`src/rtl/sc_datapath_regbank_pkg.sv`:
```
// sc_datapath_pkg: shared encodings for the SC_STATEMACHINE datapath slice.
//   - BUSA/BUSB/debug mux select codes
//   - write-decoder "no write" code
//   - ALU opcodes
//   - shifter select codes
//   - bit positions of the flag vector
package sc_datapath_pkg;

  // Mux select codes; 110 and 111 both read zero.
  localparam logic [2:0] SEL_GEN0 = 3'b000;
  localparam logic [2:0] SEL_GEN1 = 3'b001;
  localparam logic [2:0] SEL_GEN2 = 3'b010;
  localparam logic [2:0] SEL_GEN3 = 3'b011;
  localparam logic [2:0] SEL_FIX0 = 3'b100;
  localparam logic [2:0] SEL_FIX1 = 3'b101;
  localparam logic [2:0] SEL_ZERO = 3'b110;

  // Any decoder value with the MSB set suppresses the write.
  localparam logic [2:0] DEC_NOWRITE = 3'b100;

  // ALU opcodes; unlisted codes pass A through.
  localparam logic [3:0] ALU_PASS = 4'b0000;
  localparam logic [3:0] ALU_OR   = 4'b0001;
  localparam logic [3:0] ALU_AND  = 4'b0010;
  localparam logic [3:0] ALU_NOT  = 4'b0011;
  localparam logic [3:0] ALU_XOR  = 4'b0100;
  localparam logic [3:0] ALU_ADD  = 4'b1000;
  localparam logic [3:0] ALU_SUB  = 4'b1001;
  localparam logic [3:0] ALU_INC  = 4'b1010;
  localparam logic [3:0] ALU_DEC  = 4'b1011;

  // Shifter select codes; 11 also holds.
  localparam logic [1:0] SHIFT_HOLD  = 2'b00;
  localparam logic [1:0] SHIFT_LEFT  = 2'b01;
  localparam logic [1:0] SHIFT_RIGHT = 2'b10;

  // Flag vector bit positions.
  localparam int unsigned FLAG_OV  = 0;
  localparam int unsigned FLAG_CY  = 1;
  localparam int unsigned FLAG_NEG = 2;
  localparam int unsigned FLAG_Z   = 3;

endpackage

```
`src/rtl/sc_datapath_regbank_if.sv`:
```
// sc_datapath_regbank_if: microinstruction / flag interface between the
// SC_STATEMACHINE (master) and the datapath register bank (slave).
//   master drives: decoder/mux/ALU/shifter selects, debug select
//   slave  drives: active-low flags, BUSC_Out, DebugData_Out
interface sc_datapath_regbank_if #(
  parameter int unsigned DATAWIDTH_BUS                 = 8,
  parameter int unsigned DATAWIDTH_DECODER_SELECTION   = 3,
  parameter int unsigned DATAWIDTH_MUX_SELECTION       = 3,
  parameter int unsigned DATAWIDTH_ALU_SELECTION       = 4,
  parameter int unsigned DATAWIDTH_REGSHIFTER_SELECTION = 2
);
  logic [DATAWIDTH_DECODER_SELECTION-1:0]    DecoderSelectionWrite_In;
  logic [DATAWIDTH_MUX_SELECTION-1:0]        MUXSelectionBUSA_In;
  logic [DATAWIDTH_MUX_SELECTION-1:0]        MUXSelectionBUSB_In;
  logic [DATAWIDTH_ALU_SELECTION-1:0]        ALUSelection_In;
  logic                                      RegSHIFTERLoad_InLow;
  logic [DATAWIDTH_REGSHIFTER_SELECTION-1:0] RegSHIFTERShiftSelection_InLow;
  logic [DATAWIDTH_MUX_SELECTION-1:0]        DebugSelect_In;
  logic                                      Overflow_OutLow;
  logic                                      Carry_OutLow;
  logic                                      Negative_OutLow;
  logic                                      Zero_OutLow;
  logic [DATAWIDTH_BUS-1:0]                  BUSC_Out;
  logic [DATAWIDTH_BUS-1:0]                  DebugData_Out;

  modport master (
    output DecoderSelectionWrite_In, MUXSelectionBUSA_In, MUXSelectionBUSB_In,
           ALUSelection_In, RegSHIFTERLoad_InLow, RegSHIFTERShiftSelection_InLow,
           DebugSelect_In,
    input  Overflow_OutLow, Carry_OutLow, Negative_OutLow, Zero_OutLow,
           BUSC_Out, DebugData_Out
  );

  modport slave (
    input  DecoderSelectionWrite_In, MUXSelectionBUSA_In, MUXSelectionBUSB_In,
           ALUSelection_In, RegSHIFTERLoad_InLow, RegSHIFTERShiftSelection_InLow,
           DebugSelect_In,
    output Overflow_OutLow, Carry_OutLow, Negative_OutLow, Zero_OutLow,
           BUSC_Out, DebugData_Out
  );
endinterface

```
`src/rtl/sc_datapath_regbank_regshifter.sv`:
```
// sc_regshifter: load/shift register (RegSHIFTER) whose contents form BUSC.
//   clk, rst      : rising-edge clock, asynchronous active-high reset (-> 0)
//   load_n        : 0 loads din; has priority over shifting
//   shift_sel     : 01 shift left, 10 shift right (zero fill), else hold
//   q             : register contents
//   shift_out     : bit leaving the register on the current shift
//   shifting      : a shift (not a load) happens at the next edge
module sc_regshifter
  import sc_datapath_pkg::*;
#(
  parameter int unsigned WIDTH     = 8,
  parameter int unsigned SEL_WIDTH = 2
) (
  input  logic                 clk,
  input  logic                 rst,
  input  logic                 load_n,
  input  logic [SEL_WIDTH-1:0] shift_sel,
  input  logic [WIDTH-1:0]     din,
  output logic [WIDTH-1:0]     q,
  output logic                 shift_out,
  output logic                 shifting
);
  logic [WIDTH-1:0] sh_q, sh_d;

  always_comb begin
    sh_d      = sh_q;
    shift_out = 1'b0;
    shifting  = 1'b0;
    if (!load_n) begin
      sh_d = din;
    end else if (shift_sel == SEL_WIDTH'(SHIFT_LEFT)) begin
      sh_d      = {sh_q[WIDTH-2:0], 1'b0};
      shift_out = sh_q[WIDTH-1];
      shifting  = 1'b1;
    end else if (shift_sel == SEL_WIDTH'(SHIFT_RIGHT)) begin
      sh_d      = {1'b0, sh_q[WIDTH-1:1]};
      shift_out = sh_q[0];
      shifting  = 1'b1;
    end
  end

  always_ff @(posedge clk or posedge rst) begin
    if (rst) sh_q <= '0;
    else     sh_q <= sh_d;
  end

  assign q = sh_q;
endmodule

```
`src/rtl/sc_datapath_regbank.sv`:
```
// sc_datapath_regbank: datapath slave of SC_STATEMACHINE.
//   SC_STATEMACHINE_CLOCK_50     : rising-edge clock
//   SC_STATEMACHINE_Reset_InHigh : asynchronous active-high reset
//   bus (slave modport)          : microinstruction selects in; active-low
//                                  flags, BUSC_Out and DebugData_Out out
// GEN0..3 are written only from BUSC (the shifter). FIX0/FIX1 are constants.
// BUSA/BUSB/ALU/debug read are combinational; flags are registered on loads.
// Optional: define SC_DATAPATH_SHIFT_CARRY_EN to capture the shifted-out bit
// into the carry flag on shift edges.
module sc_datapath_regbank
  import sc_datapath_pkg::*;
#(
  parameter int unsigned DATAWIDTH_BUS                  = 8,
  parameter int unsigned DATAWIDTH_DECODER_SELECTION    = 3,
  parameter int unsigned DATAWIDTH_MUX_SELECTION        = 3,
  parameter int unsigned DATAWIDTH_ALU_SELECTION        = 4,
  parameter int unsigned DATAWIDTH_REGSHIFTER_SELECTION = 2,
  parameter logic [DATAWIDTH_BUS-1:0] FIX0_VALUE = 8'h01,
  parameter logic [DATAWIDTH_BUS-1:0] FIX1_VALUE = 8'h55
) (
  input logic                    SC_STATEMACHINE_CLOCK_50,
  input logic                    SC_STATEMACHINE_Reset_InHigh,
  sc_datapath_regbank_if.slave   bus
);
  localparam int unsigned DW  = DATAWIDTH_BUS;
  localparam int unsigned MSW = DATAWIDTH_MUX_SELECTION;
  localparam int unsigned AW  = DATAWIDTH_ALU_SELECTION;
  localparam int unsigned DCW = DATAWIDTH_DECODER_SELECTION;

  logic [DW-1:0] gen_q [4];
  logic [DW-1:0] gen_d [4];
  logic [3:0]    flag_n_q, flag_n_d;
  logic [DW-1:0] busa, busb, busc;
  logic [DW-1:0] alu_res;
  logic [DW:0]   arith;
  logic          alu_cy, alu_ov;
  logic          shift_out, shifting;

  function automatic logic [DW-1:0] bus_mux(input logic [MSW-1:0] sel,
                                            input logic [DW-1:0]  g [4]);
    logic [DW-1:0] v;
    case (sel)
      MSW'(SEL_GEN0): v = g[0];
      MSW'(SEL_GEN1): v = g[1];
      MSW'(SEL_GEN2): v = g[2];
      MSW'(SEL_GEN3): v = g[3];
      MSW'(SEL_FIX0): v = FIX0_VALUE;
      MSW'(SEL_FIX1): v = FIX1_VALUE;
      default:        v = '0;
    endcase
    return v;
  endfunction

  always_comb begin
    busa = bus_mux(bus.MUXSelectionBUSA_In, gen_q);
    busb = bus_mux(bus.MUXSelectionBUSB_In, gen_q);
  end

  // Arithmetic is done one bit wider; the top bit is carry for add and
  // borrow for subtract.
  always_comb begin
    arith   = '0;
    alu_res = busa;
    alu_cy  = 1'b0;
    alu_ov  = 1'b0;
    case (bus.ALUSelection_In)
      AW'(ALU_OR):  alu_res = busa | busb;
      AW'(ALU_AND): alu_res = busa & busb;
      AW'(ALU_NOT): alu_res = ~busa;
      AW'(ALU_XOR): alu_res = busa ^ busb;
      AW'(ALU_ADD): begin
        arith   = {1'b0, busa} + {1'b0, busb};
        alu_res = arith[DW-1:0];
        alu_cy  = arith[DW];
        alu_ov  = (busa[DW-1] == busb[DW-1]) && (alu_res[DW-1] != busa[DW-1]);
      end
      AW'(ALU_SUB): begin
        arith   = {1'b0, busa} - {1'b0, busb};
        alu_res = arith[DW-1:0];
        alu_cy  = arith[DW];
        alu_ov  = (busa[DW-1] != busb[DW-1]) && (alu_res[DW-1] != busa[DW-1]);
      end
      AW'(ALU_INC): begin
        arith   = {1'b0, busa} + (DW+1)'(1);
        alu_res = arith[DW-1:0];
        alu_cy  = arith[DW];
        alu_ov  = !busa[DW-1] && alu_res[DW-1];
      end
      AW'(ALU_DEC): begin
        arith   = {1'b0, busa} - (DW+1)'(1);
        alu_res = arith[DW-1:0];
        alu_cy  = arith[DW];
        alu_ov  = busa[DW-1] && !alu_res[DW-1];
      end
      default: ;
    endcase
  end

  sc_regshifter #(
    .WIDTH     (DW),
    .SEL_WIDTH (DATAWIDTH_REGSHIFTER_SELECTION)
  ) u_regshifter (
    .clk       (SC_STATEMACHINE_CLOCK_50),
    .rst       (SC_STATEMACHINE_Reset_InHigh),
    .load_n    (bus.RegSHIFTERLoad_InLow),
    .shift_sel (bus.RegSHIFTERShiftSelection_InLow),
    .din       (alu_res),
    .q         (busc),
    .shift_out (shift_out),
    .shifting  (shifting)
  );

  // Writes take the pre-edge BUSC, so a simultaneous load/shift never
  // affects the value written.
  always_comb begin
    for (int unsigned i = 0; i < 4; i++) begin
      gen_d[i] = gen_q[i];
      if (bus.DecoderSelectionWrite_In == DCW'(i)) gen_d[i] = busc;
    end
  end

  always_comb begin
    flag_n_d = flag_n_q;
    if (!bus.RegSHIFTERLoad_InLow) begin
      flag_n_d[FLAG_OV]  = ~alu_ov;
      flag_n_d[FLAG_CY]  = ~alu_cy;
      flag_n_d[FLAG_NEG] = ~alu_res[DW-1];
      flag_n_d[FLAG_Z]   = ~(alu_res == '0);
`ifdef SC_DATAPATH_SHIFT_CARRY_EN
    end else if (shifting) begin
      flag_n_d[FLAG_CY]  = ~shift_out;
`endif
    end
  end

`ifndef SC_DATAPATH_SHIFT_CARRY_EN
  logic unused_shift_info;
  assign unused_shift_info = shift_out ^ shifting;
`endif

  always_ff @(posedge SC_STATEMACHINE_CLOCK_50 or posedge SC_STATEMACHINE_Reset_InHigh) begin
    if (SC_STATEMACHINE_Reset_InHigh) begin
      for (int unsigned i = 0; i < 4; i++) gen_q[i] <= '0;
      flag_n_q <= '1;
    end else begin
      for (int unsigned i = 0; i < 4; i++) gen_q[i] <= gen_d[i];
      flag_n_q <= flag_n_d;
    end
  end

  assign bus.BUSC_Out        = busc;
  assign bus.Overflow_OutLow = flag_n_q[FLAG_OV];
  assign bus.Carry_OutLow    = flag_n_q[FLAG_CY];
  assign bus.Negative_OutLow = flag_n_q[FLAG_NEG];
  assign bus.Zero_OutLow     = flag_n_q[FLAG_Z];
  assign bus.DebugData_Out   = bus_mux(bus.DebugSelect_In, gen_q);
endmodule

```
`src/flat_wrapper.sv`:
```
// flat-port wrapper written by rule: the top's interface ports become plain ports
module sc_datapath_regbank_flat import sc_datapath_pkg::*;
#(
  parameter int unsigned DATAWIDTH_BUS                  = 8,
  parameter int unsigned DATAWIDTH_DECODER_SELECTION    = 3,
  parameter int unsigned DATAWIDTH_MUX_SELECTION        = 3,
  parameter int unsigned DATAWIDTH_ALU_SELECTION        = 4,
  parameter int unsigned DATAWIDTH_REGSHIFTER_SELECTION = 2,
  parameter logic [DATAWIDTH_BUS-1:0] FIX0_VALUE = 8'h01,
  parameter logic [DATAWIDTH_BUS-1:0] FIX1_VALUE = 8'h55
)
  (SC_STATEMACHINE_CLOCK_50, SC_STATEMACHINE_Reset_InHigh, bus_DecoderSelectionWrite_In, bus_MUXSelectionBUSA_In, bus_MUXSelectionBUSB_In, bus_ALUSelection_In, bus_RegSHIFTERLoad_InLow, bus_RegSHIFTERShiftSelection_InLow, bus_DebugSelect_In, bus_Overflow_OutLow, bus_Carry_OutLow, bus_Negative_OutLow, bus_Zero_OutLow, bus_BUSC_Out, bus_DebugData_Out);
  sc_datapath_regbank_if #(.DATAWIDTH_BUS(DATAWIDTH_BUS), .DATAWIDTH_DECODER_SELECTION(DATAWIDTH_DECODER_SELECTION), .DATAWIDTH_MUX_SELECTION(DATAWIDTH_MUX_SELECTION), .DATAWIDTH_ALU_SELECTION(DATAWIDTH_ALU_SELECTION), .DATAWIDTH_REGSHIFTER_SELECTION(DATAWIDTH_REGSHIFTER_SELECTION)) bus_i ();
  input logic SC_STATEMACHINE_CLOCK_50;
  input logic SC_STATEMACHINE_Reset_InHigh;
  input wire logic [$bits(bus_i.DecoderSelectionWrite_In)-1:0] bus_DecoderSelectionWrite_In;
  input wire logic [$bits(bus_i.MUXSelectionBUSA_In)-1:0] bus_MUXSelectionBUSA_In;
  input wire logic [$bits(bus_i.MUXSelectionBUSB_In)-1:0] bus_MUXSelectionBUSB_In;
  input wire logic [$bits(bus_i.ALUSelection_In)-1:0] bus_ALUSelection_In;
  input wire logic [$bits(bus_i.RegSHIFTERLoad_InLow)-1:0] bus_RegSHIFTERLoad_InLow;
  input wire logic [$bits(bus_i.RegSHIFTERShiftSelection_InLow)-1:0] bus_RegSHIFTERShiftSelection_InLow;
  input wire logic [$bits(bus_i.DebugSelect_In)-1:0] bus_DebugSelect_In;
  output wire logic [$bits(bus_i.Overflow_OutLow)-1:0] bus_Overflow_OutLow;
  output wire logic [$bits(bus_i.Carry_OutLow)-1:0] bus_Carry_OutLow;
  output wire logic [$bits(bus_i.Negative_OutLow)-1:0] bus_Negative_OutLow;
  output wire logic [$bits(bus_i.Zero_OutLow)-1:0] bus_Zero_OutLow;
  output wire logic [$bits(bus_i.BUSC_Out)-1:0] bus_BUSC_Out;
  output wire logic [$bits(bus_i.DebugData_Out)-1:0] bus_DebugData_Out;
  assign bus_i.DecoderSelectionWrite_In = bus_DecoderSelectionWrite_In;
  assign bus_i.MUXSelectionBUSA_In = bus_MUXSelectionBUSA_In;
  assign bus_i.MUXSelectionBUSB_In = bus_MUXSelectionBUSB_In;
  assign bus_i.ALUSelection_In = bus_ALUSelection_In;
  assign bus_i.RegSHIFTERLoad_InLow = bus_RegSHIFTERLoad_InLow;
  assign bus_i.RegSHIFTERShiftSelection_InLow = bus_RegSHIFTERShiftSelection_InLow;
  assign bus_i.DebugSelect_In = bus_DebugSelect_In;
  assign bus_Overflow_OutLow = bus_i.Overflow_OutLow;
  assign bus_Carry_OutLow = bus_i.Carry_OutLow;
  assign bus_Negative_OutLow = bus_i.Negative_OutLow;
  assign bus_Zero_OutLow = bus_i.Zero_OutLow;
  assign bus_BUSC_Out = bus_i.BUSC_Out;
  assign bus_DebugData_Out = bus_i.DebugData_Out;
  sc_datapath_regbank #(.DATAWIDTH_BUS(DATAWIDTH_BUS), .DATAWIDTH_DECODER_SELECTION(DATAWIDTH_DECODER_SELECTION), .DATAWIDTH_MUX_SELECTION(DATAWIDTH_MUX_SELECTION), .DATAWIDTH_ALU_SELECTION(DATAWIDTH_ALU_SELECTION), .DATAWIDTH_REGSHIFTER_SELECTION(DATAWIDTH_REGSHIFTER_SELECTION), .FIX0_VALUE(FIX0_VALUE), .FIX1_VALUE(FIX1_VALUE)) u_core (.SC_STATEMACHINE_CLOCK_50(SC_STATEMACHINE_CLOCK_50), .SC_STATEMACHINE_Reset_InHigh(SC_STATEMACHINE_Reset_InHigh), .bus(bus_i));
endmodule
```
`config.mk`:
```
export PLATFORM = sky130hd
export DESIGN_NAME = sc_datapath_regbank_flat
export DESIGN_NICKNAME = d
export VERILOG_FILES = /design/src/rtl/sc_datapath_regbank_pkg.sv /design/src/rtl/sc_datapath_regbank_if.sv /design/src/rtl/sc_datapath_regbank_regshifter.sv /design/src/rtl/sc_datapath_regbank.sv /design/src/flat_wrapper.sv
export SDC_FILE = /design/constraint.sdc
export NUM_CORES = 1
export LEC_CHECK = 0
export ABC_AREA = 1
export CAP_MARGIN = 40
export CORE_MARGIN = 2
export CORE_UTILIZATION = 25
export DETAILED_ROUTE_END_ITERATION = 8
export SLEW_MARGIN = 15
export SYNTH_ARGS = -nofsm -noshare
export SYNTH_HDL_FRONTEND = slang
export SYNTH_SLANG_ARGS = --single-unit
```
`constraint.sdc`:
```
create_clock -name SC_STATEMACHINE_CLOCK_50 -period 5.45 [get_ports SC_STATEMACHINE_CLOCK_50]
set_input_delay 0.8175 -clock SC_STATEMACHINE_CLOCK_50 [delete_from_list [all_inputs] [get_ports SC_STATEMACHINE_CLOCK_50]]
set_output_delay 0.8175 -clock SC_STATEMACHINE_CLOCK_50 [all_outputs]
set_load 0.05 [all_outputs]
```
==> impl_summary.txt, run 1 <==
----------------------------------------------------
[Timing]
  Setup tns final ... 0 ps
  Worst slew pin tran ... approximately 900 ps
  Final min period ... between 4000 and 5000 ps
  Max-Slew Margin vs Limit ... between 30% and 40%
  Clock skew ... approximately 3.4 ps
  Ratio of final minimum period to clock period ... 76.5%
  Final WS setup ... roughly 1300 ps
  Smallest hold slack ... approximately 480 ps
  Maximum clock frequency ... 0.240 GHz
  Number of hold violations in the final report ... 0
  Slew Viols, Final ... 0
  Endpoints failing setup ... 0
  RSZ-0062 raised after global routing ... no

[Setup path]
  Peak per-stage delay on the critical path ... about 750 ps
  Data required, critical path ... roughly 5700 ps
  Cell with the largest stage delay on the worst path ... sky130_fd_sc_hd__clkdlybuf4s50_1
  Critical Path Fanout Max ... 18
  Launching element type of the critical path ... primary input
  Worst Path Class, Setup ... primary input to flop
  Most frequent cell on the critical path ... sky130_fd_sc_hd__nand3_1
  Worst path arrival time ... 4380 ps
  Critical path cell sequence ... clkdlybuf4s50_1 > nor2_2 > nand3_1 > nand3_4 > ha_1 > inv_1 > fa_1 > o31ai_1 > xor2_1 > o21ai_0 > nor2_1 > nand3_1 > a21oi_2 > nand3_1 > nand2_1 > nand2_1
  Critical Path Sink Type ... flop

[Clock network]
  Worst-Skew Late Latency ... between 200 and 300 ps
  Clock Pin Slew Worst Setup and Hold Paths ... roughly 60 ps
  Buffer count from post-CTS setup fixing ... 0
  Largest buffer count on any clock path ... 2
  H-tree Lvls ... 2
  Clock sink count ... between 40 and 50
  CTS tree ... yes
  Number of hold buffers added after cts ... 0
  CTS buffer count ... 5
  Number of gates resized after cts ... 0
  Root cell of the clock tree ... sky130_fd_sc_hd__clkbuf_16

[Logic synthesis]
  Proportion of register bits with asynchronous set or reset after synthesis ... 100%
  Largest area contributor in the synthesized netlist ... sky130_fd_sc_hd__dfrtp_1
  Multiplexer share of the synthesized area ... 0%
  Largest family of logic cells by synthesized area ... simple AND/OR/NAND/NOR gates
  Area fraction in and, or, nand and nor cells after synthesis ... a little over a third
  Yosys Warn Count ... 0
  Number of flops mapped to enable cells by yosys ... 0
  Share of the synthesized netlist area taken by xor and xnor gates ... less than 1%
  Post-Syn Instances ... slightly below 700
  Cell types occupying the most area after synthesis ... sky130_fd_sc_hd__dfrtp_1, sky130_fd_sc_hd__nand2_1, sky130_fd_sc_hd__inv_1
  Sequential cell area fraction in the yosys report ... 25.3%
  Cell Area, Synth ... between 4000 and 5000 sq um
  Synth Register Bits ... 44
  Mean instance size in the synthesized netlist ... 6.49 sq um
  Number of unique standard cell types used by synthesis ... 41
  Yosys top cell area share ... between 20% and 30%
  Post-synthesis adder-cell area fraction ... 9.20%
  Syn Nets ... a little over 700
  Commonest register cell after synthesis ... sky130_fd_sc_hd__dfrtp_1
  Area fraction in compound gates after synthesis ... roughly 20%

[Placement]
  Setup slack at placement ... slightly above 900 ps
  Cell total after placement ... just over 900
  Routability congestion estimate from global placement ... 0.931
  Buffers on Ports ... 40
  Total cell area at the placement stage ... 5010 sq um
  Detailed Place HPWL ... about 12 mm

[Die]
  Number of rows in the core area ... between 40 and 50
  Die height ... roughly 140 um
  Width of the chip ... around 140 um
  Io pins ... a little over 40
  Initial Util ... 25.4%
  Full die area ... 18600 sq um
  Total core area ... 17200 sq um

[Detailed routing]
  Avg WL per Cell ... approximately 16 um
  Initial detailed-routing violation count ... just over 500
  Count of vias placed by the detailed router ... around 4.8k
  Overall routed net length ... around 15 mm
  Number of optimization iterations in the first detailed-route pass ... 5
  DRC ... 0
  Via-to-Cell Ratio ... roughly 5
  DRT antenna net count ... 0

[Global routing]
  Global-route wire length before repair ... ~23 mm
  Remaining Overflow, GRT ... 0
  Pin count of the biggest net entering global routing ... 45
  Initial antenna violation count ... 0
  Total global-route track usage ... 15.9%
  Via count of the first global-routing pass ... 4349

[Final layout]
  Post-route cell area ... 5160 sq um
  Antenna diode instance count ... 0
  Area occupied by registers ... ~1100 sq um
  Layout cell share with drive strength beyond 1 ... between 6 and 7%
  Nets@finish ... approximately 760
  Footprint of the multi-input gates ... around 2800 sq um
  Area Overhead vs Synth ... 18.0%
  Fill cell instance count of the final layout ... around 1.9k
  Non-filler cells, final ... approximately 940
  Final design utilization ... approximately 30%

[Power]
  Worst supply voltage drop on vdd ... 0.225 mV
  PD cells ... approximately 280 nW/um^2
  Lkg Pwr ... ~2.5 nW
  Overall power of the completed layout ... about 1.5 mW

[Hold path]
  Min-delay worst type ... flop to flop

[Flow run]
  Max-cap viol count ... 0

[Status]
  Status ... completed

----------------------------------------------------
## cells in the mapped netlist, types with 5 or more instances
library cell and instances:
sky130_fd_sc_hd__o22ai_1 17, sky130_fd_sc_hd__nand2_1 143, sky130_fd_sc_hd__nand4_1 26, sky130_fd_sc_hd__o21ai_1 5, sky130_fd_sc_hd__a221o_1 5, sky130_fd_sc_hd__or2_2 7, sky130_fd_sc_hd__clkbuf_1 9, sky130_fd_sc_hd__nor2_4 5
sky130_fd_sc_hd__inv_2 5, sky130_fd_sc_hd__nand3_1 54, sky130_fd_sc_hd__nor3_1 10, sky130_fd_sc_hd__a221oi_1 6, sky130_fd_sc_hd__ha_1 29, sky130_fd_sc_hd__a31oi_1 5, sky130_fd_sc_hd__o21ai_0 65, sky130_fd_sc_hd__nor2_2 7
sky130_fd_sc_hd__inv_1 100, sky130_fd_sc_hd__a21oi_1 28, sky130_fd_sc_hd__nor2_1 67, sky130_fd_sc_hd__dfrtp_1 40
## layout make-up
| class | instances | area share [%] |
|---|---|---|
| timing repair buffer | 44 | 8.28 |
| inverter | 106 | 7.70 |
| clock buffer | 6 | 2.69 |
| clock inverter | 2 | 0.194 |
| tap | 225 | 5.45 |
| multi-input combinational | 510 | 54.3 |
| sequential | 44 | 21.4 |
## report_power, final
group	internal, mW	switching [mW]	leakage (nW)
clock	0.181	0.118	0.0766
combinational	0.219	0.463	1.83
sequential	0.396	0.0846	0.544
## cells in the final DEF (no fill, tap or decap), types with 3 or more instances in the layout
master and instances:
sky130_fd_sc_hd__dfstp_2 4, sky130_fd_sc_hd__or2_2 7, sky130_fd_sc_hd__o221ai_1 3, sky130_fd_sc_hd__dfrtp_1 40, sky130_fd_sc_hd__o22ai_1 17, sky130_fd_sc_hd__nor3_1 10
sky130_fd_sc_hd__nand4_1 26, sky130_fd_sc_hd__a21oi_1 28, sky130_fd_sc_hd__nand3_1 54, sky130_fd_sc_hd__nor2_1 67, sky130_fd_sc_hd__nor2_4 5, sky130_fd_sc_hd__a221o_1 5
sky130_fd_sc_hd__a31oi_1 5, sky130_fd_sc_hd__buf_4 3, sky130_fd_sc_hd__inv_2 5, sky130_fd_sc_hd__o211ai_1 3, sky130_fd_sc_hd__clkdlybuf4s50_1 40, sky130_fd_sc_hd__nor2_2 7
sky130_fd_sc_hd__nand3_2 4, sky130_fd_sc_hd__clkbuf_16 5, sky130_fd_sc_hd__ha_1 29, sky130_fd_sc_hd__a221oi_1 6, sky130_fd_sc_hd__nand2_1 143, sky130_fd_sc_hd__inv_1 99
sky130_fd_sc_hd__o21ai_1 5, sky130_fd_sc_hd__o21ai_0 65
## cells by family (layout without fill, tap and decap cells)
logic type,Yosys count,count (layout)
adders and majority gates,31,31
AOI/OAI and AO/OA,146,146
buffers and inverters,121,158
xor gates and xnor gates,2,2
DFF,44,44
and+or+nand+nor,331,331
## metal layers
layer / vias up / part of all wire [%] / GRT usage [%]
met5: - / 0 / 0
met4: 0 / 2.8 / 5.67
met3: 31 / 6.4 / 1.23
met2: 201 / 43 / 24.3
met1: 2181 / 48 / 23.5
li1: 2353 / - / -
## worst max-delay path: cells and delay by family
family	cells	cell delay, ps
fa+ha+maj	2	680
xor+xnor	1	170
simple gates	8	1320
buf+inv	2	830
compound gates	3	550
## worst paths after layout
check,cells past startpoint,end,slack [ps],from
worst max-delay path,16,u_core.flag_n_q[3],1280,bus_MUXSelectionBUSA_In[1]
worst min-delay path,2,u_core.flag_n_q[2],480,u_core.flag_n_q[2]
worst max register to register,13,u_core.u_regshifter.q[5],2230,u_core.gen_q[28]
worst min register to register,2,u_core.flag_n_q[2],480,u_core.flag_n_q[2]
max in group asynchronous,3,u_core.gen_q[0],4080,SC_STATEMACHINE_Reset_InHigh
min in group asynchronous,3,u_core.u_regshifter.q[6],970,SC_STATEMACHINE_Reset_InHigh
## state kept, by name, indices dropped and copies added (netlist names)
name,count
u_core.flag_n_q,4
u_core.u_regshifter.q,8
u_core.gen_q,32
Power figures use the tool's default switching activity.
==> run 2, diff against run 1 <==
clock period = 3.5 ns   (was 5.45 ns; I/O delays follow)
==> run 2 against run 1 <==
- clock-buffer cell count is the same
- power grew 77%
- non-clock buffer count increased by 98
- critical endpoint is now u_core.u_regshifter.q[7]
- register-to-register slack got worse by 1500 ps
- largest cell class unchanged
- critical path depth up 5
- first-iteration DRC count down 13%
- via count grew 6.0%
- global-route usage up 0.83 points
- die area did not move
==> impl_summary.txt, run 2 (same netlist as run 1, synthesis figures left out) <==
----------------------------------------------------
[Final layout]
  Nets@finish ... 861 (+13%)
  Leading cell type in the layout, fill and taps excluded ... sky130_fd_sc_hd__nand2_1
  Layout cell share with drive strength beyond 1 ... 22.3% (+16 points)
  Reg with most FFs ... u_core.gen_q
  Final design utilization ... 35.3% (+5.4 points)
  Antenna diode instance count ... 0 (unchanged)
  Area Overhead vs Synth ... 39.1%
  Non-filler cells, final ... 1035 (+10%)
  Post-route cell area ... 6090 sq um (+18%)
  Highest-count cells in the layout ignoring fill and taps ... sky130_fd_sc_hd__nand2_1, sky130_fd_sc_hd__buf_4, sky130_fd_sc_hd__inv_1
  Max FFs per register ... 32 (unchanged)

[Setup path]
  Most frequent cell on the critical path ... sky130_fd_sc_hd__nand2_1
  Worst path arrival time ... 3490 ps (-890 ps)
  Data required, critical path ... 3660 ps (-2000 ps)
  Cell with the largest stage delay on the worst path ... sky130_fd_sc_hd__clkdlybuf4s50_1
  Worst Path Class, Setup ... primary input to flop
  Critical Path Fanout Max ... 8 (-10)
  Critical path cell sequence ... clkdlybuf4s50_1 > buf_6 > inv_1 > nand2_1 > nor2_2 > buf_4 > nand2_1 > nand2_1 > nor2_4 > nand2_1 > nor2_2 > nand2_2 > nor3_2 > ha_1 > nand2_1 > o21ai_0 > a211oi_1 > nand4_1 > or2_1 > nand2_1 > o21ai_1
  Gate family responsible for the most delay along the worst path ... simple AND/OR/NAND/NOR gates
  Launching element type of the critical path ... primary input
  Peak per-stage delay on the critical path ... 480 ps (-270 ps)
  Bufs and invs on worst path ... 4 (+2)
  Critical Path Sink Type ... flop

[Timing]
  Clock skew ... 3.32 ps (-0.0952 ps)
  Endpoints failing setup ... 0 (unchanged)
  Max-Slew Margin vs Limit ... 63.6% (+24 points)
  Ratio of final minimum period to clock period ... 95.1%
  Final min period ... 3330 ps
  Worst slew pin tran ... 544 ps (-351 ps)
  Setup tns final ... 0 ps (unchanged)
  Number of hold violations in the final report ... 0 (unchanged)
  Slew Viols, Final ... 0 (unchanged)
  Maximum clock frequency ... 0.300 GHz

[Clock network]
  CTS tree ... yes
  Clock Pin Slew Worst Setup and Hold Paths ... 60 ps (about the same)
  Worst-Skew Late Latency ... 290 ps (about the same)
  H-tree Lvls ... 2 (unchanged)
  Largest buffer count on any clock path ... 2 (unchanged)
  CTS buffer count ... 5 (unchanged)
  Clock sink count ... 44 (unchanged)
  Root cell of the clock tree ... sky130_fd_sc_hd__clkbuf_16

[Hold path]
  Min-delay worst type ... primary input to asynchronous set/reset pin

[Placement]
  Cell total after placement ... 1019 (+9.8%)
  Detailed Place HPWL ... 12.7 mm (+9.5%)
  Routability congestion estimate from global placement ... 0.940 (+0.91%)
  Total cell area at the placement stage ... 5750 sq um (+15%)
  Buffers on Ports ... 40 (unchanged)

[Global routing]
  Total global-route track usage ... 16.8% (+0.83 points)
  Initial antenna violation count ... 0 (unchanged)
  Remaining Overflow, GRT ... 0 (unchanged)
  Most Used Layer, Global Route ... met2
  Met1 track utilization from global routing ... 23.6% (+0.16 points)
  Pin count of the biggest net entering global routing ... 37 (-18%)
  Met2 track utilization from global routing ... 27.1% (+2.8 points)
  Via count of the first global-routing pass ... 4694 (+7.9%)
  Met3 Use GR ... 1.08% (-0.15 points)
  Global-route wire length before repair ... 24.6 mm (+6.2%)

[Detailed routing]
  Via-to-Cell Ratio ... 4.88 (-4.0%)
  Initial detailed-routing violation count ... 448 (-13%)
  Avg WL per Cell ... 14.9 um (-4.2%)
  Number of optimization iterations in the first detailed-route pass ... 5 (unchanged)
  Overall routed net length ... 15.4 mm (+5.8%)
  DRC ... 0 (unchanged)
  DRT antenna net count ... 0 (unchanged)
  Count of vias placed by the detailed router ... 5053 (+6.0%)

[Die]
  Initial Util ... 25.4% (unchanged)
  Width of the chip ... 136 um (unchanged)
  Die height ... 136 um (unchanged)
  Total core area ... 17200 sq um (unchanged)
  Number of rows in the core area ... 48 (unchanged)
  Io pins ... 41 (unchanged)
  Full die area ... 18600 sq um (unchanged)

[Power]
  Worst supply voltage drop on vdd ... 0.286 mV (+27%)
  PD cells ... 425 nW/um^2 (+50%)
  Lkg Pwr ... 3.03 nW (+24%)
  Overall power of the completed layout ... 2.58 mW (+77%)

[Status]
  Status ... completed

[Flow run]
  Max-cap viol count ... 0 (unchanged)

----------------------------------------------------
run 2: cell types whose count changed in the layout (fill, tap and decap cells not counted), sizes merged:
cell	change
buf	+106
clkdlybuf4s50	-12
dlymetal6s2s	+4
run 2: worst paths after layout:
kind | start | endpoint | slack, ps | cells past startpoint
setup / recovery | bus_MUXSelectionBUSA_In[1] | u_core.u_regshifter.q[7] | 170 | 21
hold / removal | SC_STATEMACHINE_Reset_InHigh | u_core.u_regshifter.q[3] | 470 | 2
setup reg to reg | u_core.gen_q[27] | u_core.flag_n_q[1] | 680 | 13
hold reg to reg | u_core.flag_n_q[2] | u_core.flag_n_q[2] | 470 | 2
max in group asynchronous | SC_STATEMACHINE_Reset_InHigh | u_core.gen_q[8] | 2320 | 3
min in group SC_STATEMACHINE_CLOCK_50 | u_core.flag_n_q[2] | u_core.flag_n_q[2] | 470 | 2
run 2: layer usage:
| layer | routed length, um | share of wire (%) |
|---|---|---|
| met3 | 737 | 4.8 |
| met5 | 0 | 0 |
| met2 | 7070 | 46 |
| met1 | 7170 | 47 |
| met4 | 426 | 2.8 |
run 2: report_power, final:
part	leakage [nW]	switching, mW	internal (mW)
clock network	0.0766	0.188	0.281
registers	0.544	0.122	0.617
logic	2.41	0.805	0.572
run 2: worst register-to-register path: cells and delay by family, from the launching register on:
| family | cells | cell delay [ps] |
|---|---|---|
| adders and majority gates | 1 | 410 |
| AOI/OAI and AO/OA | 7 | 1320 |
| and+or+nand+nor | 3 | 320 |
| buffers and inverters | 2 | 260 |
| DFF | 1 | 430 |
run 2: final cells by class:
class                   count  area (sq um)
clock buffers               6           139
well taps                 225           282
fillers                  1860         11100
clock inverters             2          10.0
multi-input cells         510          2920
flip-flops and latches     44          1110
inverters                 106           398
repair buffers            142          1230
run 2: per-stage QoR:
step           worst slack [ps]  hold slack, ps
2_1_floorplan               414             453
6_report                    170             465
3_5_place_dp               -329             459
5_1_grt                   -8.37             499
3_3_place_gp               -300             461
4_1_cts                   -16.3             470
run 2: timing repair:
action | 4_1_cts | 5_1_grt
hold buffers | 0 | 0
gates resized for setup | 6 | 28
setup endpoints to repair | 1 | 11
buffers inserted | 0 | 8
pin swaps | 1 | 7
==> run 3, diff against run 2 <==
ABC_AREA = unset   (was 1)
==> run 3 against run 2 <==
- clock-buffer cell count fell by 1
- die area up 3.5%
- fmax is 0.15% lower
- sequential cell count is the same
- first-iteration DRC count is 3.6% lower
- global-route usage is 0.92 points lower
- setup slack got worse by 5.0 ps
- worst hold slack gained 2.1 ps
- largest cell class unchanged
- via count decreased by 7.9%
==> impl_summary.txt, run 3 <==
----------------------------------------------------
[Status]
  Status ... completed

[Setup path]
  CP Capture Point ... u_core.u_regshifter.q[7]
  R2R setup slack ... 360 ps (-320 ps)
  Worst setup path start ... bus_MUXSelectionBUSA_In[0]
  Worst Path Class, Setup ... primary input to flop
  Critical Path Fanout Max ... 6 (-2)
  Critical Path Sink Type ... flop
  Capturing point of the worst reg2reg path ... u_core.flag_n_q[3]
  Worst path arrival time ... 3540 ps (+50 ps)
  Cell with the largest stage delay on the worst path ... sky130_fd_sc_hd__or4_4
  FF-to-FF Start ... u_core.gen_q[24]
  Critical path cell sequence ... dlygate4sd2_1 > buf_6 > buf_4 > or3b_4 > a21oi_2 > nor2_2 > buf_4 > ha_4 > or4_4 > a31oi_4 > mux2_2 > nand4_1 > a31oi_4 > buf_6 > nand2_1 > o21ai_0
  Data required, critical path ... 3710 ps (+50 ps)
  Depth of the most critical reg-to-reg path ... 14 (+1)
  Launching element type of the critical path ... primary input
  Bufs and invs on worst path ... 5 (+1)
  Gate family responsible for the most delay along the worst path ... simple AND/OR/NAND/NOR gates
  Peak per-stage delay on the critical path ... 510 ps (+30 ps)
  Critical path depth ... 16 (-24%)

[Timing]
  Ratio of final minimum period to clock period ... 95.3% (+0.14 points)
  Worst slew pin tran ... 633 ps (+89.2 ps)
  Slew Viols, Final ... 0 (unchanged)
  Maximum clock frequency ... 0.300 GHz (-0.15%)
  Endpoints failing setup ... 0 (unchanged)
  Number of hold violations in the final report ... 0 (unchanged)
  Clock skew ... 4.96 ps (+1.64 ps)
  RSZ-0062 raised after global routing ... no
  Max-Slew Margin vs Limit ... 57.6% (-6.0 points)
  Final min period ... 3330 ps (+4.99 ps)

[Final layout]
  Reg with most FFs ... u_core.gen_q
  Area occupied by registers ... 1110 sq um (unchanged)
  Leading cell type in the layout, fill and taps excluded ... sky130_fd_sc_hd__buf_4
  Nets@finish ... 709 (-18%)
  Area Overhead vs Synth ... 39.5%
  Final design utilization ... 35.3% (about the same)
  Non-filler cells, final ... 887 (-14%)
  Max FFs per register ... 32 (unchanged)
  Antenna diode instance count ... 0 (unchanged)
  Highest-count cells in the layout ignoring fill and taps ... sky130_fd_sc_hd__buf_4, sky130_fd_sc_hd__dfrtp_1, sky130_fd_sc_hd__nor2_1
  Footprint of the multi-input gates ... 3360 sq um (+15%)
  Layout cell share with drive strength beyond 1 ... 32.7% (+10 points)
  Fill cell instance count of the final layout ... 1843 (-0.91%)

[Global routing]
  Remaining Overflow, GRT ... 0 (unchanged)
  Total global-route track usage ... 15.9% (-0.92 points)
  Met3 Use GR ... 2.04% (+0.96 points)
  Most Used Layer, Global Route ... met2
  Met2 track utilization from global routing ... 25.8% (-1.3 points)
  Pin count of the biggest net entering global routing ... 33 (-11%)
  Global-route wire length before repair ... 24.8 mm (+0.89%)
  Via count of the first global-routing pass ... 4430 (-5.6%)
  Met1 track utilization from global routing ... 22.3% (-1.4 points)
  Initial antenna violation count ... 0 (unchanged)

[Power]
  Worst supply voltage drop on vdd ... 0.209 mV (-27%)
  Logic pwr share ... 56.4% (+3.1 points)
  Clock network fraction of design power ... 17.0% (-1.1 points)
  Switching power summed over all nets ... 1.34 mW (+20%)
  Cell Int Power ... 1.88 mW (+28%)
  Lkg Pwr ... 2.76 nW (-8.9%)
  Part of the total power dissipated in sequential elements ... 26.6% (-2.0 points)
  PD cells ... 508 nW/um^2 (+20%)
  Fraction of power spent switching nets ... 41.6% (-1.5 points)

[Logic synthesis]
  Most frequent cell after synthesis ... sky130_fd_sc_hd__dfrtp_1
  Area fraction in compound gates after synthesis ... 24.0% (+4.5 points)
  Share of the synthesized netlist area taken by xor and xnor gates ... 1.16% (+0.76 points)
  Sequential cell area fraction in the yosys report ... 24.4% (-0.87 points)
  Mean instance size in the synthesized netlist ... 8.64 sq um (+33%)
  Commonest cells in the synthesized netlist ... sky130_fd_sc_hd__dfrtp_1, sky130_fd_sc_hd__nor2_1, sky130_fd_sc_hd__o21ai_0, sky130_fd_sc_hd__mux2_2, sky130_fd_sc_hd__nand2_1
  Cell Area, Synth ... 4530 sq um (+3.6%)
  Largest family of logic cells by synthesized area ... compound AO/OA/AOI/OAI gates
  Post-synthesis adder-cell area fraction ... 8.89% (-0.32 points)
  Area fraction in and, or, nand and nor cells after synthesis ... 19.3% (-16 points)
  Number of unique standard cell types used by synthesis ... 74 (+80%)
  Largest area contributor in the synthesized netlist ... sky130_fd_sc_hd__dfrtp_1
  Synth Register Bits ... 44 (unchanged)
  Proportion of register bits with asynchronous set or reset after synthesis ... 100% (unchanged)
  Post-Syn Instances ... 525 (-22%)
  Commonest register cell after synthesis ... sky130_fd_sc_hd__dfrtp_1
  Multiplexer share of the synthesized area ... 16.9% (+17 points)
  Syn Nets ... 577 (-21%)
  Yosys Warn Count ... 0 (unchanged)
  Yosys top cell area share ... 22.1% (-0.79 points)
  Number of flops mapped to enable cells by yosys ... 0 (unchanged)
  Cell types occupying the most area after synthesis ... sky130_fd_sc_hd__dfrtp_1, sky130_fd_sc_hd__mux2_2, sky130_fd_sc_hd__ha_1

[Detailed routing]
  Overall routed net length ... 15.7 mm (+1.8%)
  Initial detailed-routing violation count ... 432 (-3.6%)
  Avg WL per Cell ... 17.7 um (+19%)
  Via-to-Cell Ratio ... 5.25 (+7.5%)
  Count of vias placed by the detailed router ... 4655 (-7.9%)
  DRC ... 0 (unchanged)
  DRT antenna net count ... 0 (unchanged)
  Number of optimization iterations in the first detailed-route pass ... 4 (-1)

[Die]
  Die height ... 139 um (+1.7%)
  Total core area ... 17900 sq um (+3.9%)
  Initial Util ... 25.3% (-0.071 points)
  Io pins ... 41 (unchanged)
  Width of the chip ... 139 um (+1.7%)
  Number of rows in the core area ... 49 (+2.1%)
  Full die area ... 19200 sq um (+3.5%)

[Clock network]
  CTS tree ... yes
  Root cell of the clock tree ... sky130_fd_sc_hd__clkbuf_16
  Clock sink count ... 44 (unchanged)
  H-tree Lvls ... 2 (unchanged)
  Number of hold buffers added after cts ... 0 (unchanged)
  Largest buffer count on any clock path ... 2 (unchanged)
  Clock Pin Slew Worst Setup and Hold Paths ... 70 ps (about the same)
  CTS buffer count ... 5 (unchanged)
  Worst-Skew Late Latency ... 290 ps (about the same)

[Hold path]
  Min-delay worst type ... flop to flop
  Instance count along the most critical hold path ... 2

[Placement]
  Cell total after placement ... 871 (-15%)
  Routability congestion estimate from global placement ... 0.938 (-0.15%)
  Detailed Place HPWL ... 12.1 mm (-5.2%)
  Buffers on Ports ... 40 (unchanged)

[Flow run]
  Max-cap viol count ... 0 (unchanged)

----------------------------------------------------
==> run 3: worst min path at each step <==
stage                  startpoint                 end  slack [ps]
3_3_place_gp   u_core.flag_n_q[2]  u_core.flag_n_q[2]         460
4_1_cts        u_core.flag_n_q[2]  u_core.flag_n_q[2]         470
2_1_floorplan     u_core.gen_q[5]     u_core.gen_q[5]         490
6_report       u_core.flag_n_q[2]  u_core.flag_n_q[2]         470
3_5_place_dp   u_core.flag_n_q[2]  u_core.flag_n_q[2]         460
5_1_grt        u_core.flag_n_q[3]  u_core.flag_n_q[3]         490
==> run 3: worst register-to-register path, stage by stage (launching register included) <==
cell and delay, ps:
sky130_fd_sc_hd__dfrtp_1 420, sky130_fd_sc_hd__nor2b_1 160, sky130_fd_sc_hd__a211oi_2 210, sky130_fd_sc_hd__o22ai_2 130
sky130_fd_sc_hd__buf_4 150, sky130_fd_sc_hd__ha_2 170, sky130_fd_sc_hd__fa_1 470, sky130_fd_sc_hd__nor4bb_1 60
sky130_fd_sc_hd__a31oi_1 140, sky130_fd_sc_hd__o21a_1 160, sky130_fd_sc_hd__a32oi_2 120, sky130_fd_sc_hd__a2111oi_2 270
sky130_fd_sc_hd__nand3_1 180, sky130_fd_sc_hd__a2111oi_4 300, sky130_fd_sc_hd__a32oi_1 130
==> run 3: repair_timing <==
item | 4_1_cts | 5_1_grt
gates resized for setup | 35 | 17
setup buffers | 4 | 3
cloned | 1 | 0
setup endpoints to repair | 6 | 7
pin swaps | 16 | 13
==> run 3: cell type report <==
| cell class | count | area share, % |
|---|---|---|
| Sequential cell | 44 | 17.5 |
| Inverter | 28 | 1.70 |
| Clock buffer | 5 | 1.98 |
| Clock inverter | 3 | 0.732 |
| Timing Repair Buffer | 155 | 20.5 |
| Tap cell | 229 | 4.53 |
| Multi-Input combinational cell | 423 | 53.1 |
==> run 3: per-stage QoR <==
stage | cell area [sq um] | hold WS [ps] | TNS (ps) | power (mW) | setup WS, ps
2_1_floorplan | 4540 | 487 | 0 | 1.82 | 35.3
3_3_place_gp | 5870 | 459 | -2870 | 2.50 | -610
3_5_place_dp | 5890 | 459 | -3240 | 2.51 | -656
4_1_cts | 6230 | 470 | 0 | 3.16 | 9.22
5_1_grt | 6330 | 493 | 0 | 3.40 | 13.4
6_report | 6330 | 467 | 0 | 3.22 | 165
==> run 3: per-layer routing <==
layer  up-vias  wire length [um]
met5         -                 0
met4         0               337
met3        21               756
met2       122              7300
met1      2278              7290
li1       2234                 -
==> run 3: kinds of logic after synthesis <==
group / after synthesis
compound gates: 159
buf+inv: 58
xor+xnor: 6
flops: 44
simple gates: 161
mux: 66
fa+ha+maj: 31
==> run 3: power by group through the flow <==
stage               clock network, mW  logic [mW]  registers (mW)
finish                          0.547        1.81           0.856
global route                    0.575        1.94           0.879
CTS                             0.554        1.75           0.851
detailed placement                  0        1.65           0.858
global placement                    0        1.64           0.859
floorplan                           0       0.949           0.873
